===== src/rtl/sonar_scan_ctrl.sv =====
// sonar_scan_ctrl: round-robin trigger/echo-timing engine shared across several
// HC-SR04-class rangers, emitting raw echo width per sensor with a valid strobe.
module sonar_scan_ctrl #(
    parameter int NUM_SENSORS    = 4,
    parameter int TRIG_CYCLES    = 500,
    parameter int TIMEOUT_CYCLES = 1900000,
    parameter int HOLDOFF_CYCLES = 3000000,
    parameter int CNT_W          = 22,
    parameter int ID_W           = 2
) (
    input  logic                   clk,
    input  logic                   rst_n,
    input  logic                   enable,
    input  logic [NUM_SENSORS-1:0] sensor_mask,
    input  logic [NUM_SENSORS-1:0] echo,
    output logic [NUM_SENSORS-1:0] trigger,
    output logic                   valid,
    output logic [ID_W-1:0]        sensor_id,
    output logic [CNT_W-1:0]       echo_cycles,
    output logic                   timeout,
    output logic                   busy
);
    typedef enum logic [2:0] {IDLE, SELECT, TRIG, WAIT_RISE, MEASURE, HOLDOFF} state_t;

    state_t                 state, state_n;
    logic [NUM_SENSORS-1:0] echo_m, echo_s;
    logic [ID_W-1:0]        cur_id, id_n, pick;
    logic [CNT_W-1:0]       cnt, cnt_n, width, width_n, res_width;
    logic                   sel, sel_prev, rise, fall, at_timeout, found, result, res_to;

    function automatic logic [CNT_W-1:0] sat_inc(input logic [CNT_W-1:0] v);
        return &v ? v : v + 1'b1;
    endfunction

    assign sel        = echo_s[cur_id];
    assign rise       = sel & ~sel_prev;
    assign fall       = ~sel & sel_prev;
    assign at_timeout = cnt >= CNT_W'(TIMEOUT_CYCLES - 1);
    assign busy       = state != IDLE;

    // cur_id doubles as the last-served sensor; descending loop lets the nearest hit win
    always_comb begin
        pick  = '0;
        found = 1'b0;
        for (int i = NUM_SENSORS; i >= 1; i--) begin
            if (sensor_mask[(int'(cur_id) + i) % NUM_SENSORS]) begin
                pick  = ID_W'((int'(cur_id) + i) % NUM_SENSORS);
                found = 1'b1;
            end
        end
    end

    always_comb begin
        state_n   = state;
        cnt_n     = sat_inc(cnt);
        width_n   = width;
        id_n      = cur_id;
        result    = 1'b0;
        res_to    = 1'b0;
        res_width = '0;
        case (state)
            IDLE: begin
                cnt_n   = '0;
                state_n = (enable && |sensor_mask) ? SELECT : IDLE;
            end
            SELECT: begin
                cnt_n   = '0;
                width_n = '0;
                id_n    = found ? pick : cur_id;
                state_n = found ? TRIG : IDLE;
            end
            TRIG: begin
                if (cnt == CNT_W'(TRIG_CYCLES - 1)) begin
                    cnt_n   = '0;
                    state_n = WAIT_RISE;
                end
            end
            WAIT_RISE: begin
                if (at_timeout) begin
                    result = 1'b1;
                    res_to = 1'b1;
                end else if (rise) begin
                    width_n = CNT_W'(1);
                    state_n = MEASURE;
                end
            end
            MEASURE: begin
                width_n = sat_inc(width);
                if (fall) begin
                    result    = 1'b1;
                    res_width = width;
                end else if (at_timeout) begin
                    result    = 1'b1;
                    res_to    = 1'b1;
                    res_width = sat_inc(width);
                end
            end
            HOLDOFF: begin
                if (cnt == CNT_W'(HOLDOFF_CYCLES - 1)) begin
                    cnt_n   = '0;
                    state_n = enable ? SELECT : IDLE;
                end
            end
            default: state_n = IDLE;
        endcase
        if (result) begin
            cnt_n   = '0;
            state_n = HOLDOFF;
        end
    end

    always_ff @(posedge clk or negedge rst_n) begin
        if (!rst_n) begin
            state       <= IDLE;
            echo_m      <= '0;
            echo_s      <= '0;
            sel_prev    <= 1'b0;
            cnt         <= '0;
            width       <= '0;
            cur_id      <= ID_W'(NUM_SENSORS - 1);
            trigger     <= '0;
            valid       <= 1'b0;
            sensor_id   <= '0;
            echo_cycles <= '0;
            timeout     <= 1'b0;
        end else begin
            state    <= state_n;
            echo_m   <= echo;
            echo_s   <= echo_m;
            sel_prev <= sel;
            cnt      <= cnt_n;
            width    <= width_n;
            cur_id   <= id_n;
            trigger  <= (state_n == TRIG) ? NUM_SENSORS'(1) << id_n : '0;
            valid    <= result;
            if (result) begin
                sensor_id   <= cur_id;
                echo_cycles <= res_width;
                timeout     <= res_to;
            end
        end
    end
endmodule

===== config.mk =====
export PLATFORM = sky130hd
export DESIGN_NAME = sonar_scan_ctrl
export DESIGN_NICKNAME = d
export VERILOG_FILES = /design/src/rtl/sonar_scan_ctrl.sv
export SDC_FILE = /design/constraint.sdc
export NUM_CORES = 1
export LEC_CHECK = 0
export BUFFER_PORTS_ARGS = -buffer_cell sky130_fd_sc_hd__buf_2
export CORE_ASPECT_RATIO = 1.2
export CORE_MARGIN = 4
export CORE_UTILIZATION = 35
export CTS_BUF_LIST = sky130_fd_sc_hd__clkbuf_4 sky130_fd_sc_hd__clkbuf_8
export DETAILED_ROUTE_END_ITERATION = 7
export PLACE_DENSITY_LB_ADDON = 0.25
export SYNTH_ARGS = -nofsm -noshare
export SYNTH_HDL_FRONTEND = slang
export SYNTH_SLANG_ARGS = --single-unit
export TNS_END_PERCENT = 1

===== constraint.sdc =====
create_clock -name clk -period 3 [get_ports clk]
set_clock_uncertainty 0.05 [all_clocks]
set_input_delay 0.9 -clock clk [delete_from_list [all_inputs] [get_ports clk]]
set_output_delay 0.9 -clock clk [all_outputs]
set_load 0.1 [all_outputs]

==> flow_summary_export.csv, run 1 <==
group,metric,value,unit
yosys,synth_cells,594,
setup_path,required,2050,ps
routing,first_pass_iters,6,
sta,rsz0062_at_grt,"false",
routing,antenna_left,0,
floorplan,dieArea,17600,sq um
yosys,async_flop_share,1.00,
setup_path,reg2reg_from,"cnt[9]",
power_and_ir_drop,irDropWorstVdd,593,uV
place,port_buffers,41,
cts,postCtsSetupBuffers,0,
yosys,syn_nets,607,
setup_path,critPathMaxFanout,15,
routing,drc,0,
yosys,syn_area_per_cell,9.15,sq um
run,cap_violations,0,
cts,clk_latency,390,ps
setup_path,crit_path_end_kind,"primary output",
cts,root_buffer,"clkbuf_8",
setup_path,crit_arrival,1680,ps
yosys,synth-seq-cells,88,
routing,num_vias,4857,
setup_path,slowest_delay,550,ps
floorplan,boundaryPins,42,
floorplan,std_cell_rows,49,
global_routing,antenna_found_initial,0,
setup_path,critPathKind,"flop to primary output",
setup_path,r2r_cells,6,
final_layout,fin_util,0.398,
cts,cts_buffers,9,
floorplan,initial_core_util,0.359,
final_layout,finalInstanceArea,6020,sq um
routing,wl,15000,microns
final_layout,layout.nets,629,
hold_path,holdPathStages,0,
cts,hold_buffers,0,
yosys,yosys.area.top_type,"dfrtp_1",
place,place_congestion,0.898,
setup_path,crit_buf_inv,1,
global_routing,grt_pass1_wl,25100,microns
sta,drv_slew,0,
setup_path,startpoint,"state[1]",
sta,fin_crit,2630,ps
cts,cts_max_level,3,
cts,cts-resized-gates,0,
final_layout,antenna_cells,0,
routing,drtIter0Drc,346,
routing,routedWlPerCell,18.2,microns
hold_path,hold_class,"flop to flop",
yosys,synth_cell_types,79,
place,placed_area,5800,sq um
global_routing,grt_usage,0.180,
setup_path,setup.worst_path.start_class,"flop",
power_and_ir_drop,p_per_area,636,nW/um^2
global_routing,grt_max_degree,57,
yosys,synth_edf_count,0,
yosys,synth_area_leaders,"dfrtp_1 40%, nand4_1 3.6%, nor3_1 3.4%",
setup_path,crit_path_top_delay_cell,"dfrtp_1",
final_layout,drive_gt1_frac,0.163,
sta,final-hold-violation-count,0,
sta,finalSetupTns,0,ps
cts,cts.sinks,88,
place,dp_slack,519,ps
cts,cts_tree,"done",
floorplan,fp.dieH,145,microns
power_and_ir_drop,power.leakage,2.42,nW
global_routing,globalRouteOverflowTotal,0,
global_routing,grt_pass1_vias,4878,
setup_path,cpLargestDelayFamily,"flip-flops",
yosys,synth_top_area_share,0.396,
cts,clockBufferDepth,2,
sta,worst_slack,372,ps
setup_path,worstReg2RegEnd,"width[21]",
setup_path,reg2reg_slack,540,ps
yosys,ys_warn_count,0,
yosys,synth_ff_type,"dfrtp_1",
sta,final.period_utilization,0.876,
power_and_ir_drop,p_total,3.83,mW
sta,worst_slew_pin_slew,796,ps
sta,fmax,380,MHz
yosys,ys_seq_area_frac,0.406,
place,hpwl,10300,microns
sta,setup_viol,0,
setup_path,crit_chain,"or3_1, buf_2",
final_layout,area_delta_synth_final,10.8,%
routing,viasPerCell,5.89,
yosys,netlist_area,5440,sq um
final_layout,nFillCells,1545,
hold_path,holdPathEnd,"echo_s[1]",
status,outcome,"finished clean",
cts,cts.clk_slew.worst_paths,90,ps
floorplan,core-area,15100,sq um
floorplan,chipWidth,122,microns
hold_path,worstHoldStart,"echo_m[1]",
sta,relSlewSlack,0.466,
## cell families (layout without fill, tap and decap cells)
kind of cell               Yosys count  in the layout  synth area share
adders and majority gates            2              2           0.00460
buffers and inverters               66             93            0.0578
xor gates and xnor gates            24             24            0.0387
and+or+nand+nor                    253            253             0.261
muxes                               21             21            0.0433
AOI/OAI and AO/OA                  140            140             0.189
DFF                                 88             88             0.406
## worst reg2reg max path, cell delays in order, from the launching register on
cell and delay [ps]:
dfrtp_1 470, or4_4 550, nor4_4 180, a21o_1 380, o31a_1 420, buf_4 210, o2bb2ai_1 120
## state kept, by name, summed over array words and instances (netlist names)
| register | cells |
|---|---|
| cnt | 22 |
| state | 3 |
| echo_s | 4 |
| trigger | 4 |
| sensor_id | 2 |
| sel_prev | 1 |
| width | 22 |
| cur_id | 2 |
| timeout | 1 |
| valid | 1 |
| echo_m | 4 |
| echo_cycles | 22 |
## stage by stage
step / cells / hold slack [ps]
floorplan: 594 / 281
global placement: 809 / 285
detailed placement: 809 / 287
CTS: 825 / 309
global route: 825 / 323
finish: 825 / 306
## worst max path at each step
stage | to | slack [ps] | cells after the start
after floorplan | busy | 640 | 2
after global placement | trigger[3] | 560 | 6
after detailed placement | trigger[3] | 520 | 6
after CTS | busy | 350 | 2
after global routing | busy | 320 | 2
final | busy | 370 | 2
## Yosys cell counts (all sizes together) (5+ instances only)
cell    count
nand3      28
a21o        7
a211o       5
o21ai      23
o211ai     19
or3         6
nand2      44
xnor2      20
a31oi      11
buf        30
nand2b      7
a21oi      18
inv        21
a41oi       6
a21boi      5
nor3       39
mux2i      16
a211oi      9
nand4      31
clkbuf     15
and2        9
and3       13
dfrtp      86
a22oi       7
o22ai       8
nor4       12
nor2       33
## layout by cell type, fill, tap and decap left out, types with 9 or more instances in the layout
master	netlist	final
o211ai_1	19	19
clkbuf_8	0	9
a31oi_1	10	10
inv_1	21	21
dfrtp_1	86	86
xnor2_1	20	20
and3_1	13	13
mux2i_1	16	16
nor2_1	33	33
a21oi_1	17	17
a211oi_1	9	9
nand3_1	27	27
nor4_1	9	9
nand2_1	44	44
buf_4	4	14
nand4_1	31	31
nor3_1	37	37
o21ai_0	19	19
buf_2	22	40
## routing by layer
metal,vias to the layer above,routed length [microns],global-route usage
met5,-,0,0
li1,2283,-,-
met3,39,879,0.0317
met1,2371,6370,0.228
met4,0,463,0.0808
met2,164,7300,0.300
## power by group
group,switching [mW],internal [mW]
Clock,0.472,0.468
Combinational,0.962,0.423
Sequential,0.187,1.32
Total,1.62,2.21
## cell type report
| cell class | instances | area [sq um] | share of cell area |
|---|---|---|---|
| inverter | 21 | 78.8 | 0.0131 |
| clock buffer | 9 | 124 | 0.0206 |
| sequential | 88 | 2200 | 0.366 |
| clock inverter | 7 | 96.3 | 0.0160 |
| tap | 204 | 255 | 0.0424 |
| timing repair buffer | 56 | 345 | 0.0574 |
| multi-input combinational | 440 | 2920 | 0.484 |
Note: power is estimated with default switching activity, not from simulation.
==> run 2: changes to the inputs <==
Settings changed: MAX_ROUTING_LAYER set to met4.
==> run 2 against run 1 <==
Power is 2.2% lower. Cell area is 0.27% lower. Sequential share of layout area is 0.099 points higher.
==> flow_summary_export.csv, run 2 (synthesized netlist as in run 1, its figures left out) <==
group,metric,value,unit
status,outcome,"finished clean",
sta,fin_crit,2590,ps
place,hpwl,10500,microns
setup_path,reg2reg_slack,570,ps
final_layout,layout.nets,631,
sta,final.period_utilization,0.865,
routing,routedWlPerCell,18.0,microns
global_routing,grt_pass1_vias,4736,
cts,clockBufferDepth,2,
sta,finalSetupTns,0,ps
cts,cts-resized-gates,0,
routing,drc,0,
run,cap_violations,0,
sta,setup_viol,0,
global_routing,grtUsageMet1,0.224,
floorplan,dieArea,17600,sq um
setup_path,crit_arrival,1640,ps
routing,antenna_left,0,
cts,cts.clk_slew.worst_paths,90,ps
power_and_ir_drop,power.leakage,2.43,nW
sta,worst_slew_pin_slew,716,ps
floorplan,std_cell_rows,49,
final_layout,mostFrequentLayoutCells,"86 x dfrtp_1, 44 x nand2_1, 40 x buf_2",
cts,cts_buffers,9,
routing,wl,14900,microns
floorplan,initial_core_util,0.359,
cts,clk_latency,380,ps
setup_path,slowest_delay,540,ps
global_routing,grt_util_met3,0.0317,
cts,cts_max_level,3,
setup_path,crit_buf_inv,1,
sta,worst_slack,406,ps
place,dp_slack,513,ps
global_routing,globalRouteOverflowTotal,0,
hold_path,hold_class,"flop to flop",
final_layout,drive_gt1_frac,0.165,
setup_path,crit_path_end_kind,"primary output",
global_routing,grt_pass1_wl,24500,microns
setup_path,critPathKind,"flop to primary output",
global_routing,antenna_found_initial,0,
global_routing,grt_usage,0.180,
setup_path,required,2050,ps
routing,viasPerCell,5.79,
power_and_ir_drop,p_per_area,624,nW/um^2
sta,relSlewSlack,0.518,
power_and_ir_drop,irDropWorstVdd,613,uV
cts,hold_buffers,0,
floorplan,chipWidth,122,microns
global_routing,grt.met2_usage,0.296,
setup_path,cp_num_cells,2,
floorplan,boundaryPins,42,
setup_path,r2r_cells,6,
floorplan,fp.dieH,145,microns
routing,first_pass_iters,5,
cts,cts.sinks,88,
hold_path,holdPathStages,0,
sta,fmax,385,MHz
cts,cts_tree,"done",
floorplan,core-area,15100,sq um
routing,drtIter0Drc,349,
setup_path,setup.worst_path.start_class,"flop",
cts,root_buffer,"clkbuf_8",
global_routing,top_usage_layer,"met2",
setup_path,critPathMaxFanout,15,
place,port_buffers,41,
global_routing,grt_max_degree,35,
power_and_ir_drop,p_total,3.75,mW
place,place_congestion,0.892,
setup_path,crit_path_top_delay_cell,"dfrtp_1",
setup_path,crit_chain,"or3_1, buf_2",
cts,postCtsSetupBuffers,0,
final_layout,final_common_cell,"dfrtp_1",
final_layout,reg.largest.list,"cnt: 22 flops, echo_cycles: 22 flops, width: 22 flops",
sta,rsz0062_at_grt,"false",
sta,drv_slew,0,
setup_path,cpLargestDelayFamily,"flip-flops",
sta,final-hold-violation-count,0,
routing,num_vias,4787,
final_layout,area_delta_synth_final,10.5,%
final_layout,antenna_cells,0,
## run 2: per-stage QoR
stage          hold WS (ps)  utilization  cells  area, sq um
6_report                304        0.397    827         6000
5_1_grt                 314        0.397    827         6000
4_1_cts                 305        0.397    827         6000
3_5_place_dp            285        0.383    811         5800
3_3_place_gp            285        0.383    811         5800
2_1_floorplan           281            -    594         5440
## run 2: layout make-up
class	instances	area, sq um
Clock buffer	11	145
Clock inverter	5	56.3
Fill cell	1508	9140
Inverter	21	78.8
Multi-Input combinational cell	440	2920
Sequential cell	88	2200
Tap cell	204	255
Timing Repair Buffer	58	348
## run 2: path summary, 6_finish.rpt
kind / start / endpoint
min reg2reg: echo_m[2] / echo_s[2]
max reg2reg: width[1] / width[0]
min: echo_m[2] / echo_s[2]
max in group asynchronous: rst_n / cnt[1]
min in group asynchronous: rst_n / echo_cycles[20]
max: state[1] / busy
## run 2: where the power goes
part | switching (mW) | total, mW | leakage, nW | internal (mW)
Combinational | 0.954 | 1.37 | 1.14 | 0.412
Sequential | 0.195 | 1.51 | 1.19 | 1.32
Clock | 0.453 | 0.869 | 0.103 | 0.416
Total | 1.60 | 3.75 | 2.43 | 2.15
## run 2: routing by layer
layer  vias up  wire, microns
met3        21            654
met1      2366           6560
met5         -              0
met2       126           7370
li1       2274              -
met4         0            276
## run 2: worst reg2reg max path: stages (launching register included)
cell     delay (ps)
dfrtp_1         420
ha_1            240
nand3_1         290
nor4_2          430
nand2_1         310
a41o_1          320
a211o_1         260
==> run 3: changes to the inputs <==
Clock period 3 ns to 3.3 ns, I/O delays scaled along.
==> run 3 against run 2 <==
Cell area fell by 0.10%. First-iteration DRC count rose by 4.0%. Cell count fell by 0.48%. Worst setup slack improved by 200 ps.
==> flow_summary_export.csv, run 3 (synthesized netlist as in run 1, its figures left out) <==
group,metric,value,unit
status,outcome,"finished clean",
setup_path,critPathKind,"flop to primary output",
place,hpwl,10500,microns
final_layout,drive_gt1_frac,0.160,
place,place_congestion,0.887,
power_and_ir_drop,power.leakage,2.42,nW
setup_path,crit_arrival,1660,ps
sta,relSlewSlack,0.446,
floorplan,initial_core_util,0.359,
cts,root_buffer,"clkbuf_8",
sta,final-hold-violation-count,0,
global_routing,globalRouteOverflowTotal,0,
setup_path,crit_path_end_kind,"primary output",
cts,cts_max_level,3,
power_and_ir_drop,p_per_area,580,nW/um^2
setup_path,crit_buf_inv,1,
final_layout,layout.nets,627,
routing,drc,0,
power_and_ir_drop,cellInternalPower,2.03,mW
final_layout,fin_util,0.396,
place,port_buffers,41,
sta,setup_viol,0,
global_routing,grt_max_degree,55,
setup_path,cpLargestDelayFamily,"flip-flops",
floorplan,boundaryPins,42,
final_layout,mostFrequentLayoutCells,"86 x dfrtp_1, 44 x nand2_1, 40 x buf_2",
power_and_ir_drop,p_sw_frac,0.416,
power_and_ir_drop,clkPwrFrac,0.251,
routing,num_vias,4805,
setup_path,crit_chain,"or3_1, buf_2",
setup_path,slowest_delay,550,ps
sta,whs,304,ps
power_and_ir_drop,irDropWorstVdd,547,uV
floorplan,fp.dieH,145,microns
global_routing,grt_usage,0.183,
cts,cts_buffers,9,
sta,final.period_utilization,0.817,
power_and_ir_drop,p_total,3.48,mW
routing,viasPerCell,5.84,
final_layout,final_common_cell,"dfrtp_1",
routing,routedWlPerCell,18.2,microns
sta,worst_slew_pin_slew,826,ps
cts,cts-resized-gates,0,
sta,finalSetupTns,0,ps
routing,first_pass_iters,7,
hold_path,hold_class,"flop to flop",
routing,antenna_left,0,
routing,drtIter0Drc,363,
floorplan,chipWidth,122,microns
run,cap_violations,0,
final_layout,reg.largest.list,"cnt: 22 flops, echo_cycles: 22 flops, width: 22 flops",
sta,fmax,371,MHz
floorplan,dieArea,17600,sq um
global_routing,antenna_found_initial,0,
cts,cts.sinks,88,
floorplan,std_cell_rows,49,
setup_path,setup.worst_path.start_class,"flop",
final_layout,area_delta_synth_final,10.4,%
power_and_ir_drop,p_sw,1.45,mW
cts,clk_latency,380,ps
sta,drv_slew,0,
setup_path,crit_path_top_delay_cell,"dfrtp_1",
floorplan,core-area,15100,sq um
cts,cts_tree,"done",
sta,fin_crit,2700,ps
setup_path,required,2260,ps
global_routing,grt_pass1_vias,4810,
cts,clockBufferDepth,2,
setup_path,critPathMaxFanout,15,
place,place_inst,807,
cts,hold_buffers,0,
power_and_ir_drop,power_frac_seq,0.393,
sta,rsz0062_at_grt,"false",
cts,cts.clk_slew.worst_paths,80,ps
final_layout,antenna_cells,0,
final_layout,stdcell_count,823,
cts,postCtsSetupBuffers,0,
global_routing,grt_pass1_wl,25100,microns
power_and_ir_drop,combPwrFrac,0.357,
routing,wl,15000,microns
==> run 3: cell types whose count changed in the layout (fill, tap and decap cells not counted) <==
cell,delta
clkinv_4,-1
buf_4,-4
bufinv_16,+1
clkbuf_4,+2
clkinv_2,-1
clkinvlp_4,-1
==> run 3: per-stage QoR <==
step | cell area, sq um | worst slack, ps
after floorplan | 5440 | 853
after global placement | 5770 | 688
after detailed placement | 5770 | 612
after CTS | 6000 | 571
after global routing | 6000 | 464
final | 6000 | 603
==> run 3: path summary, 6_finish.rpt <==
path,to,slack [ps],cells after the start,start
max,busy,600,2,state[1]
min,echo_s[2],300,0,echo_m[2]
max reg2reg,echo_cycles[20],630,6,cur_id[0]
min reg2reg,echo_s[2],300,0,echo_m[2]
max in group asynchronous,cur_id[1],1960,2,rst_n
min in group asynchronous,echo_cycles[20],510,1,rst_n
==> run 3: power by group through the flow <==
stage	combinational, mW	clock [mW]	sequential (mW)
after detailed placement	1.25	0	1.39
after CTS	1.25	0.903	1.37
after global placement	1.22	0	1.38
after global routing	1.36	0.944	1.40
after floorplan	0.771	0	1.54
final	1.24	0.873	1.37
==> run 3: cell type report <==
type	count	area [sq um]
fillers	1574	9150
multi-input cells	440	2920
flip-flops and latches	88	2200
repair buffers	54	318
well taps	204	255
clock buffers	13	160
inverters	21	78.8
clock inverters	3	65.1
==> run 3: per-layer routing <==
| metal | global-route usage | wire length [microns] | up-vias |
|---|---|---|---|
| met1 | 0.229 | 6490 | 2363 |
| met4 | 0.0566 | 235 | 0 |
| met5 | - | 0 | - |
| met3 | 0.0313 | 759 | 22 |
| met2 | 0.306 | 7510 | 150 |
| li1 | - | - | 2270 |
